`src/rtl/serial_adder_pkg.sv`:
```
// Shared definitions for the bit-serial adder: FSM state encoding and the
// counter-width helper.
package serial_adder_pkg;

  localparam logic [1:0] ST_IDLE = 2'd0;
  localparam logic [1:0] ST_RUN  = 2'd1;
  localparam logic [1:0] ST_DONE = 2'd2;

  // Bit-count counter width; it only ever has to reach WIDTH-1.
  function automatic int cnt_w(input int width);
    return (width > 1) ? $clog2(width) : 1;
  endfunction

endpackage

```
`src/rtl/full_adder.sv`:
```
// Single-bit full adder cell, fed one operand bit per clock by serial_adder.
module full_adder (
  input  logic a,
  input  logic b,
  input  logic cin,
  output logic sout,
  output logic cout
);

  assign sout = a ^ b ^ cin;
  assign cout = (a & b) | (a & cin) | (b & cin);

endmodule

```
`src/rtl/serial_adder.sv`:
```
// Bit-serial adder: one full_adder cell plus a carry flop add two WIDTH-bit
// operands LSB first, presenting the result with a start/done handshake.
module serial_adder
  import serial_adder_pkg::*;
#(
  parameter int WIDTH = 8
) (
  input  logic             clk,
  input  logic             rst_n,
  input  logic             start,
  input  logic [WIDTH-1:0] op_a,
  input  logic [WIDTH-1:0] op_b,
  input  logic             cin,
  output logic             busy,
  output logic             done,
  output logic [WIDTH-1:0] sum,
  output logic             cout
);

  localparam int                CNT_W    = cnt_w(WIDTH);
  localparam logic [CNT_W-1:0] CNT_LAST = CNT_W'(WIDTH - 1);

  logic [1:0]       state_q, state_d;
  logic [WIDTH-1:0] a_sh_q, a_sh_d;
  logic [WIDTH-1:0] b_sh_q, b_sh_d;
  logic [WIDTH-2:0] s_sh_q, s_sh_d;
  logic [CNT_W-1:0] cnt_q, cnt_d;
  logic             carry_q, carry_d;
  logic [WIDTH-1:0] sum_q, sum_d;
  logic             cout_q, cout_d;
  logic             busy_q, busy_d;
  logic             done_q, done_d;

  logic             fa_sout;
  logic             fa_cout;
  logic [WIDTH-1:0] s_cat;

  full_adder u_fa (
    .a    (a_sh_q[0]),
    .b    (b_sh_q[0]),
    .cin  (carry_q),
    .sout (fa_sout),
    .cout (fa_cout)
  );

  // The newest sum bit enters at the MSB; after WIDTH shifts bit 0 is at the LSB.
  assign s_cat = {fa_sout, s_sh_q};

  always_comb begin
    state_d = state_q;
    a_sh_d  = a_sh_q;
    b_sh_d  = b_sh_q;
    s_sh_d  = s_sh_q;
    cnt_d   = cnt_q;
    carry_d = carry_q;
    sum_d   = sum_q;
    cout_d  = cout_q;

    case (state_q)
      ST_IDLE, ST_DONE: begin
        if (start) begin
          a_sh_d  = op_a;
          b_sh_d  = op_b;
          carry_d = cin;
          cnt_d   = '0;
          state_d = ST_RUN;
        end else begin
          state_d = ST_IDLE;
        end
      end
      ST_RUN: begin
        s_sh_d  = s_cat[WIDTH-1:1];
        a_sh_d  = a_sh_q >> 1;
        b_sh_d  = b_sh_q >> 1;
        carry_d = fa_cout;
        if (cnt_q == CNT_LAST) begin
          sum_d   = s_cat;
          cout_d  = fa_cout;
          state_d = ST_DONE;
        end else begin
          cnt_d = cnt_q + CNT_W'(1);
        end
      end
      default: state_d = ST_IDLE;
    endcase

    busy_d = (state_d == ST_RUN);
    done_d = (state_d == ST_DONE);
  end

  always_ff @(posedge clk or negedge rst_n) begin
    if (!rst_n) begin
      state_q <= ST_IDLE;
      a_sh_q  <= '0;
      b_sh_q  <= '0;
      s_sh_q  <= '0;
      cnt_q   <= '0;
      carry_q <= 1'b0;
      sum_q   <= '0;
      cout_q  <= 1'b0;
      busy_q  <= 1'b0;
      done_q  <= 1'b0;
    end else begin
      state_q <= state_d;
      a_sh_q  <= a_sh_d;
      b_sh_q  <= b_sh_d;
      s_sh_q  <= s_sh_d;
      cnt_q   <= cnt_d;
      carry_q <= carry_d;
      sum_q   <= sum_d;
      cout_q  <= cout_d;
      busy_q  <= busy_d;
      done_q  <= done_d;
    end
  end

  assign busy = busy_q;
  assign done = done_q;
  assign sum  = sum_q;
  assign cout = cout_q;

endmodule

```
`config.mk`:
```
export PLATFORM = sky130hd
export DESIGN_NAME = serial_adder
export DESIGN_NICKNAME = d
export VERILOG_FILES = /design/src/rtl/serial_adder_pkg.sv /design/src/rtl/full_adder.sv /design/src/rtl/serial_adder.sv
export SDC_FILE = /design/constraint.sdc
export NUM_CORES = 1
export LEC_CHECK = 0
export ABC_AREA = 1
export CORE_MARGIN = 5
export CORE_UTILIZATION = 30
export DETAILED_ROUTE_END_ITERATION = 6
export SYNTH_ARGS = -nofsm -noshare
export SYNTH_HDL_FRONTEND = slang
export SYNTH_HIERARCHICAL = 1
export SYNTH_SLANG_ARGS = --single-unit
```
`constraint.sdc`:
```
create_clock -name clk -period 1.6 [get_ports clk]
set_input_delay 0.16 -clock clk [delete_from_list [all_inputs] [get_ports clk]]
set_output_delay 0.16 -clock clk [all_outputs]
set_load 0.1 [all_outputs]
```
# == Yosys cells after proc, flatten, opt, wreduce, memory -nomap -nowiden ==
# Cells that the tools add are included.
# totals
regBits,40
inputBits,20
word_cells,43
# classes
add_sub_neg,1
n_eq_ne,7
muxes,12
bitwise_logic,7
reduce_logical,6
# ops
cell,n
8-bit one-hot mux with 2 select lines,2
8-bit 2-to-1 mux,2
3-bit 2-to-1 mux,2
3-bit one-hot mux with 2 select lines,1
"2-bit by 1-bit equality test with 1-bit output, second input constant",2
"2-bit equality test, second input constant",2
"2-bit != test, second input constant",2
2-bit one-hot mux with 2 select lines,1
2-bit AND reduction,2
"3-bit by 1-bit adder with 3-bit output, second input constant",1
1-bit bitwise AND,3
"3-bit equality test, second input constant",1
3-bit AND reduction,1
2-bit zero test,1
1-bit 2-to-1 mux,2
2-bit 2-to-1 mux,1
1-bit OR,2
1-bit one-hot mux with 2 select lines,1
2-bit nonzero test,1
2-bit OR reduction,1
1-bit bitwise XOR,2

# == Logic depth before layout (Yosys ltp) ==
# Gate-level depths: netlist of run 1.
# logic_depth
depth_word,4
mapped_depth,8
ltp_nobuf,6

# == By module ==
# The synthesis of run 1 kept the hierarchy.
# modules_own_cells
mod,instances,cells_each,area_each_um2,seq_area_each_um2
serial_adder,1,224,1853.0,1001.0
full_adder,1,1,20.0,0.0

# == Worst setup path after synthesis of run 1 ==
# OpenSTA, ideal clock, no wires.
# synth_timing
path_type,register to register
startpoint,register cnt_q[0]
endpoint,register cnt_q[0]
setup_ns,0.065
t_arrival_ns,1.224
required_ns,1.535
setup_slack_ns,0.311
stages_incl_launch_ff,7
cell_sequence,dfrtp_1 ha_1 ha_1 nand3b_1 inv_1 nand2_1 nand2_1
# synth_between
elab_chain_cells,3
word_cells_on_any_way,6
cone_classes,1 x add/sub; 2 x eq/ne; 2 x mux; 1 x reduce/logical
# synth_rtl
element,line_no,source
start: declaration,serial_adder.sv:27,"logic [CNT_W-1:0] cnt_q, cnt_d;"
start signal: assignment,serial_adder.sv:108,cnt_q <= cnt_d;
3-bit by 1-bit adder with 3-bit output or 3-bit equality test (tied branches),"serial_adder.sv:81, serial_adder.sv:76",
3-bit 2-to-1 mux or 2-bit != test (tied branches),--,
3-bit one-hot mux with 2 select lines or 3-bit AND reduction (tied branches),--,
# Parallel ways exist; a longest one is shown, timed or not. The select of a mux whose other input is x is not followed.
# A chain may end at the register's enable or synchronous reset.

# == Worst setup path after layout of run 1 ==
# layout_timing
startpoint,register cnt_q[0]
endpoint,register cnt_q[1]
# The elaborated chain is that of the path after synthesis.

==> impl_metrics.py, run 1 <==
metrics = {
    "grt": {
        "antenna_found_initial": 0,
        "grt_max_degree": 28,
        "met3_usage_pct": 3.04,
        "grt_pass1_vias": 1460,
        "top_usage_layer": "met2",
        "use_met1_pct": 12.1,
        "grt-ovfl-total": 0,
        "met2_usage_pct": 17.6,
        "grt_pass1_wl_mm": 6.35,
        "grt_usage_pct": 10.3,
    },
    "routing": {
        "ant_nets": 0,
        "drt_iter0_drc": 73,
        "remaining_drc_errors": 0,
        "via_count": 1403,
        "totalWireLength_mm": 3.65,
        "viasPerCell": 4.23,
        "first_pass_iters": 4,
        "avgRoutedWirePerCell_um": 11.0,
    },
    "logic_synthesis": {
        "synthTopCellsByArea": "dfrtp_1 53%, nand2_1 15%, nand3_1 8.8%, inv_1 8.4%, o21ai_0 3.7%",
        "synth_warnings": 6,
        "yosysSeqAreaShare_pct": 53.4,
        "syn_area_per_cell_um2": 8.32,
        "synth_nets": 248,
        "yosys.area.top_type": "dfrtp_1",
        "ys_types": 17,
        "netlist_area_um2": 1870,
        "ys_ff_latch": 40,
        "syn-instance-count": 225,
        "synth.top_cell.area_share_pct": 53.4,
    },
    "clock_tree": {
        "cts_sinks": 40,
        "htreeDepth": 2,
        "cts_tree": "done",
        "cts_root_buf": "clkbuf_8",
        "clk_pin_slew_ps": 80,
        "clkLatencyLatePin_ps": 290,
        "clockBufferDepth": 2,
        "cts_buffers": 5,
    },
    "sta": {
        "tightest_slew_ps": 478,
        "fmax_mhz": 684,
        "fin_ws_ps": 137,
        "post-route-period-util_pct": 91.4,
        "report.final.hold_viol_count": 0,
        "slew_violations": 0,
        "relSlewSlack_pct": 68.1,
        "fin_crit_ps": 1460,
        "fin_skew_ps": 10.8,
        "grt_setup_unrepaired": "false",
        "fin_tns_setup_ps": 0,
        "finalSetupViolCount": 0,
    },
    "place": {
        "dp_hpwl_mm": 2.50,
        "gp_congestion": 0.742,
        "place_area_um2": 2350,
        "portBuffers": 30,
        "dp_slack_ps": 178,
    },
    "cells_and_area": {
        "fillers": 614,
        "final_area_um2": 2440,
        "antenna_cells": 0,
        "final_util_pct": 40.7,
        "area_growth_pct": 30.3,
        "layout.nets": 280,
        "drive_above_1_share_pct": 11.3,
    },
    "critical_path": {
        "slowest_stage": "dfrtp_1",
        "r2r_end": "cnt_q[1]",
        "setup.worst_path.end_class": "flop",
        "startpoint_type": "flop",
        "r2r_slack_ps": 140,
        "critical-path-max-stage-delay_ps": 410,
        "critPathRequiredTime_ps": 1830,
        "worstSetupStartpoint": "cnt_q[0]",
        "path_cells": "ha_1 -> ha_1 -> nand3b_1 -> inv_1 -> nand2_1 -> nand2_1",
        "crit_type": "reg -> reg",
        "critPathArrivalTime_ps": 1690,
        "reg2reg_from": "cnt_q[0]",
        "rr_worst_depth": 6,
        "cp_max_fo": 6,
    },
    "run_status": {
        "outcome": "finished, final reports clean",
    },
    "floorplan": {
        "die_w_um": 89.0,
        "die_y_um": 89.0,
        "row_count": 28,
        "io_pins": 31,
        "die-area_um2": 7920,
        "start_util_pct": 31.3,
        "core_area_um2": 5990,
    },
    "power_and_ir_drop": {
        "peakVddDrop_v": 0.00115,
        "p_total_mw": 5.32,
        "power_density_nw_per_um2": 2180,
        "p_leak_nw": 1.29,
    },
    "job": {
        "drv_cap": 0,
    },
    "hold_path": {
        "hp-class": "in -> async",
    },
}
==> area by class of cell <==
| type | instances | area [µm²] | area share, % |
|---|---|---|---|
| clock buffer | 5 | 68.8 | 2.82 |
| sequential | 40 | 1000 | 41.0 |
| timing repair buffer | 34 | 463 | 19.0 |
| multi-input combinational | 131 | 628 | 25.7 |
| inverter | 45 | 174 | 7.12 |
| tap | 75 | 93.8 | 3.84 |
| clock inverter | 2 | 12.5 | 0.513 |
==> cells in the final DEF (no fill, tap or decap) <==
| master | netlist | layout |
|---|---|---|
| nand2_1 | 73 | 73 |
| clkinvlp_4 | 0 | 1 |
| fa_1 | 1 | 1 |
| nand3_1 | 33 | 33 |
| inv_1 | 42 | 42 |
| inv_2 | 1 | 1 |
| buf_4 | 1 | 1 |
| clkinv_2 | 0 | 1 |
| buf_2 | 2 | 1 |
| dlygate4sd3_1 | 0 | 1 |
| o21ai_1 | 3 | 3 |
| o21ai_0 | 14 | 14 |
| clkbuf_8 | 0 | 5 |
| nand2_4 | 3 | 3 |
| clkdlybuf4s50_1 | 0 | 18 |
| dfrtp_1 | 40 | 40 |
| buf_12 | 0 | 13 |
| nand3_4 | 1 | 1 |
| nand3b_1 | 1 | 1 |
| inv_4 | 2 | 2 |
| ha_1 | 2 | 2 |
==> synth_stat cells <==
cell type and number:
buf_2 2, buf_4 1, buf_6 4, clkbuf_1 2, dfrtp_1 40, fa_1 1, ha_1 2, inv_1 42
inv_2 1, inv_4 2, nand2_1 73, nand2_4 3, nand3_1 33, nand3_4 1, nand3b_1 1, o21ai_0 14
o21ai_1 3
==> registers in the layout, summed over array words and instances, names as in the netlist <==
| name | cells |
|---|---|
| a_sh_q | 8 |
| b_sh_q | 8 |
| sum | 8 |
| s_sh_q | 7 |
| cnt_q | 3 |
| state_q | 2 |
| busy | 1 |
| carry_q | 1 |
| cout | 1 |
| done | 1 |
==> power by group <==
part	total, mW	leakage [nW]	switching (mW)	internal (mW)
sequential	1.81	0.499	0.338	1.48
combinational	2.87	0.750	1.82	1.04
clock	0.641	0.0400	0.346	0.295
==> worst max-delay path by stage <==
stage,to,slack [ps],depth (start not counted)
2_1_floorplan,cnt_q[0],310,6
3_3_place_gp,cnt_q[2],250,6
3_5_place_dp,cnt_q[1],180,6
4_1_cts,cnt_q[1],150,6
5_1_grt,cnt_q[1],70,6
6_report,cnt_q[1],140,6
==> metrics by stage <==
stage | instances | hold WS (ps)
2_1_floorplan | 225 | -136
3_3_place_gp | 324 | 153
3_5_place_dp | 324 | 154
4_1_cts | 332 | 384
5_1_grt | 332 | 412
6_report | 332 | 357
==> worst max-delay path, delay by kind of cell, from the launching register on <==
kind | cells | cell delay (ps)
buffers and inverters | 1 | 150
DFF | 1 | 410
adders and majority gates | 2 | 420
and+or+nand+nor | 3 | 410
==> logic make-up (layout without fill, tap and decap cells) <==
family,count (synthesis),in the layout,synth area share [%]
AO/OA/AOI/OAI,17,17,4.54
adder cells (fa/ha/maj),3,3,2.40
buffers and inverters,54,86,13.0
flip-flops,40,40,53.4
AND/OR/NAND/NOR,111,111,26.6
==> layer usage <==
layer / vias to the layer above / wire (µm)
met1: 626 / 1700
met4: 0 / 61
met2: 26 / 1720
met5: - / 0
met3: 8 / 173
li1: 743 / -
==> repair_timing <==
item	in CTS	in global routing
hold buffers	1	0
hold endpoints to repair	20	0
setup buffers	0	0
resized for setup	0	0
Note: power is estimated with default switching activity, not from simulation.
==> inputs of run 2 (changes only) <==
--- a/config.mk
+++ b/config.mk
@@ -7,4 +7,5 @@
 export LEC_CHECK = 0
 export ABC_AREA = 1
+export CORE_ASPECT_RATIO = 1.75
 export CORE_MARGIN = 5
 export CORE_UTILIZATION = 30
@@ -12,4 +13,3 @@
 export SYNTH_ARGS = -nofsm -noshare
 export SYNTH_HDL_FRONTEND = slang
-export SYNTH_HIERARCHICAL = 1
 export SYNTH_SLANG_ARGS = --single-unit
==> constraint.sdc (replaced) <==
create_clock -name clk -period 1.6 [get_ports clk]
set_input_delay 0.16 -clock clk [delete_from_list [all_inputs] [get_ports clk]]
set_output_delay 0.16 -clock clk [all_outputs]
set_load 0.05 [all_outputs]
==> run 2 against run 1 <==
  * Worst setup slack improved by 12 ps
  * Global-route usage is 0.24 points lower
  * Synthesized cell count unchanged
  * Wire length is 0.90% higher
  * Fmax rose by 0.83%
  * Critical path type unchanged
  * Critical endpoint is now cnt_q[2]
==> impl_metrics.py, run 2 <==
metrics = {
    "routing": {
        "via_count": 1448,
        "drt_iter0_drc": 60,
        "first_pass_iters": 4,
        "viasPerCell": 4.26,
        "remaining_drc_errors": 0,
        "totalWireLength_mm": 3.68,
        "avgRoutedWirePerCell_um": 10.8,
        "ant_nets": 0,
    },
    "clock_tree": {
        "clk_pin_slew_ps": 80,
        "cts_buffers": 5,
        "clockBufferDepth": 2,
        "htreeDepth": 2,
        "postCtsHoldBufs": 1,
        "cts_root_buf": "clkbuf_8",
        "cts_sinks": 40,
        "post_cts_resize_count": 0,
        "cts_tree": "done",
        "clkLatencyLatePin_ps": 290,
        "postCtsSetupRepairBufs": 0,
    },
    "grt": {
        "grt_pass1_vias": 1469,
        "grt_pass1_wl_mm": 6.38,
        "grt_max_degree": 23,
        "grt_usage_pct": 10.0,
        "antenna_found_initial": 0,
        "grt-ovfl-total": 0,
    },
    "sta": {
        "fin_skew_ps": 6.43,
        "slew_violations": 0,
        "tightest_slew_ps": 444,
        "post-route-period-util_pct": 90.7,
        "grt_setup_unrepaired": "false",
        "fin_tns_setup_ps": 0,
        "finalSetupViolCount": 0,
        "report.final.hold_viol_count": 0,
        "relSlewSlack_pct": 70.4,
        "fin_crit_ps": 1450,
        "fmax_mhz": 689,
    },
    "critical_path": {
        "path_cells": "ha_1 -> ha_1 -> nand3b_1 -> inv_1 -> nand2_1 -> nand2_1",
        "crit_cells": 6,
        "setup.worst_path.end_class": "flop",
        "crit_type": "reg -> reg",
        "startpoint_type": "flop",
        "rr_worst_depth": 6,
        "critPathRequiredTime_ps": 1820,
        "critical-path-max-stage-delay_ps": 410,
        "critPathArrivalTime_ps": 1680,
        "slowest_stage": "dfrtp_1",
        "timing.critical_path.buf_inv": 1,
        "cp_max_fo": 6,
        "cp_top_family": "adder cells",
    },
    "power_and_ir_drop": {
        "power_density_nw_per_um2": 2020,
        "seq_power_share_pct": 36.9,
        "p_leak_nw": 1.27,
        "p_int_mw": 2.69,
        "switching_share_pct": 42.7,
        "combPwrFrac_pct": 45.8,
        "p_switching_mw": 2.00,
        "p_clk_share_pct": 17.2,
        "peakVddDrop_v": 0.000649,
        "p_total_mw": 4.69,
    },
    "logic_synthesis": {
        "synth_warnings": 0,
        "synth_ff_type": "dfrtp_1",
        "yosysMostFrequentCell": "nand2_1",
        "synth_edf_count": 0,
        "syn-instance-count": 225,
        "synth.top_cell.area_share_pct": 53.8,
        "ys_ff_latch": 40,
        "synth_nets": 248,
        "synthArstFlopShare_pct": 100,
        "ys_types": 18,
        "yosysSeqAreaShare_pct": 53.8,
        "netlist_area_um2": 1860,
        "ys_top_cells_by_count": "73 x nand2_1, 42 x inv_1, 40 x dfrtp_1",
        "yosys.area.top_type": "dfrtp_1",
        "synthTopCellsByArea": "dfrtp_1 54%, nand2_1 15%, nand3_1 8.9%, inv_1 8.5%, o21ai_0 4.6%",
        "syn_area_per_cell_um2": 8.27,
    },
    "cells_and_area": {
        "area_growth_pct": 24.9,
        "antenna_cells": 0,
        "final_area_um2": 2320,
        "fillers": 623,
        "final_common_cell": "nand2_1",
        "layout.nets": 282,
        "final_cell_mix": "73 x nand2_1, 42 x inv_1, 40 x dfrtp_1",
        "final_util_pct": 37.9,
        "drive_above_1_share_pct": 11.9,
    },
    "job": {
        "drv_cap": 0,
    },
    "place": {
        "gp_congestion": 0.705,
        "place_area_um2": 2210,
        "dp_hpwl_mm": 2.58,
        "portBuffers": 30,
    },
    "floorplan": {
        "die-area_um2": 7940,
        "core_area_um2": 6130,
        "die_w_um": 69.5,
        "start_util_pct": 30.3,
        "io_pins": 31,
        "die_y_um": 114,
        "row_count": 38,
    },
    "run_status": {
        "outcome": "finished, final reports clean",
    },
    "hold_path": {
        "hp-class": "in -> async",
    },
}
## run 2: worst paths after layout
check / slack, ps / end / start
max: 150 / cnt_q[2] / cnt_q[0]
min: 340 / s_sh_q[4] / rst_n
max reg2reg: 150 / cnt_q[2] / cnt_q[0]
min reg2reg: 480 / b_sh_q[1] / b_sh_q[1]
max in group asynchronous: 770 / a_sh_q[7] / rst_n
min in group clk: 430 / b_sh_q[7] / op_b[7]
## run 2: layer usage
metal / vias to the layer above / track usage [%] / routed length (µm)
met5: - / 0 / 0
met4: 0 / 5.48 / 100
met3: 6 / 2.28 / 120
met2: 24 / 17.7 / 1800
met1: 667 / 11.0 / 1670
li1: 751 / - / -
## run 2: cell type report
type                       count  area (µm²)  area share (%)
sequential                    40        1000            43.1
clock inverter                 2        35.0            1.51
timing repair buffer          36         328            14.1
tap                           80         100            4.31
clock buffer                   6        72.6            3.12
multi-input combinational    131         616            26.5
inverter                      45         171            7.38
## run 2: power groups by stage
| stage | combinational (mW) | sequential (mW) | clock [mW] |
|---|---|---|---|
| after detailed placement | 2.19 | 1.75 | 0 |
| after CTS | 2.19 | 1.73 | 0.838 |
| final | 2.15 | 1.73 | 0.808 |
| after global routing | 2.45 | 1.79 | 0.870 |
| after global placement | 2.14 | 1.75 | 0 |
| after floorplan | 1.34 | 2.06 | 0 |
## run 2: cell families (layout without fill, tap and decap cells)
group / count (synthesis) / in the layout / share of synthesized area (%)
AOI/OAI and AO/OA: 17 / 17 / 4.57
adders and majority gates: 3 / 3 / 2.42
buffers and inverters: 54 / 89 / 13.1
DFF: 40 / 40 / 53.8
and+or+nand+nor: 111 / 111 / 26.1
## run 2: worst reg2reg max path: cells and delay by family, from the launching register on
family / cells / cell delay (ps)
buffers and inverters: 1 / 160
adder cells (fa/ha/maj): 2 / 420
flip-flops: 1 / 410
AND/OR/NAND/NOR: 3 / 400
## run 2: stage by stage
stage / setup WS (ps) / cells / hold WS (ps)
2_1_floorplan: 340 / 225 / -136
3_3_place_gp: 199 / 331 / 137
3_5_place_dp: 179 / 331 / 136
4_1_cts: 155 / 340 / 349
5_1_grt: 58.0 / 340 / 386
6_report: 149 / 340 / 342
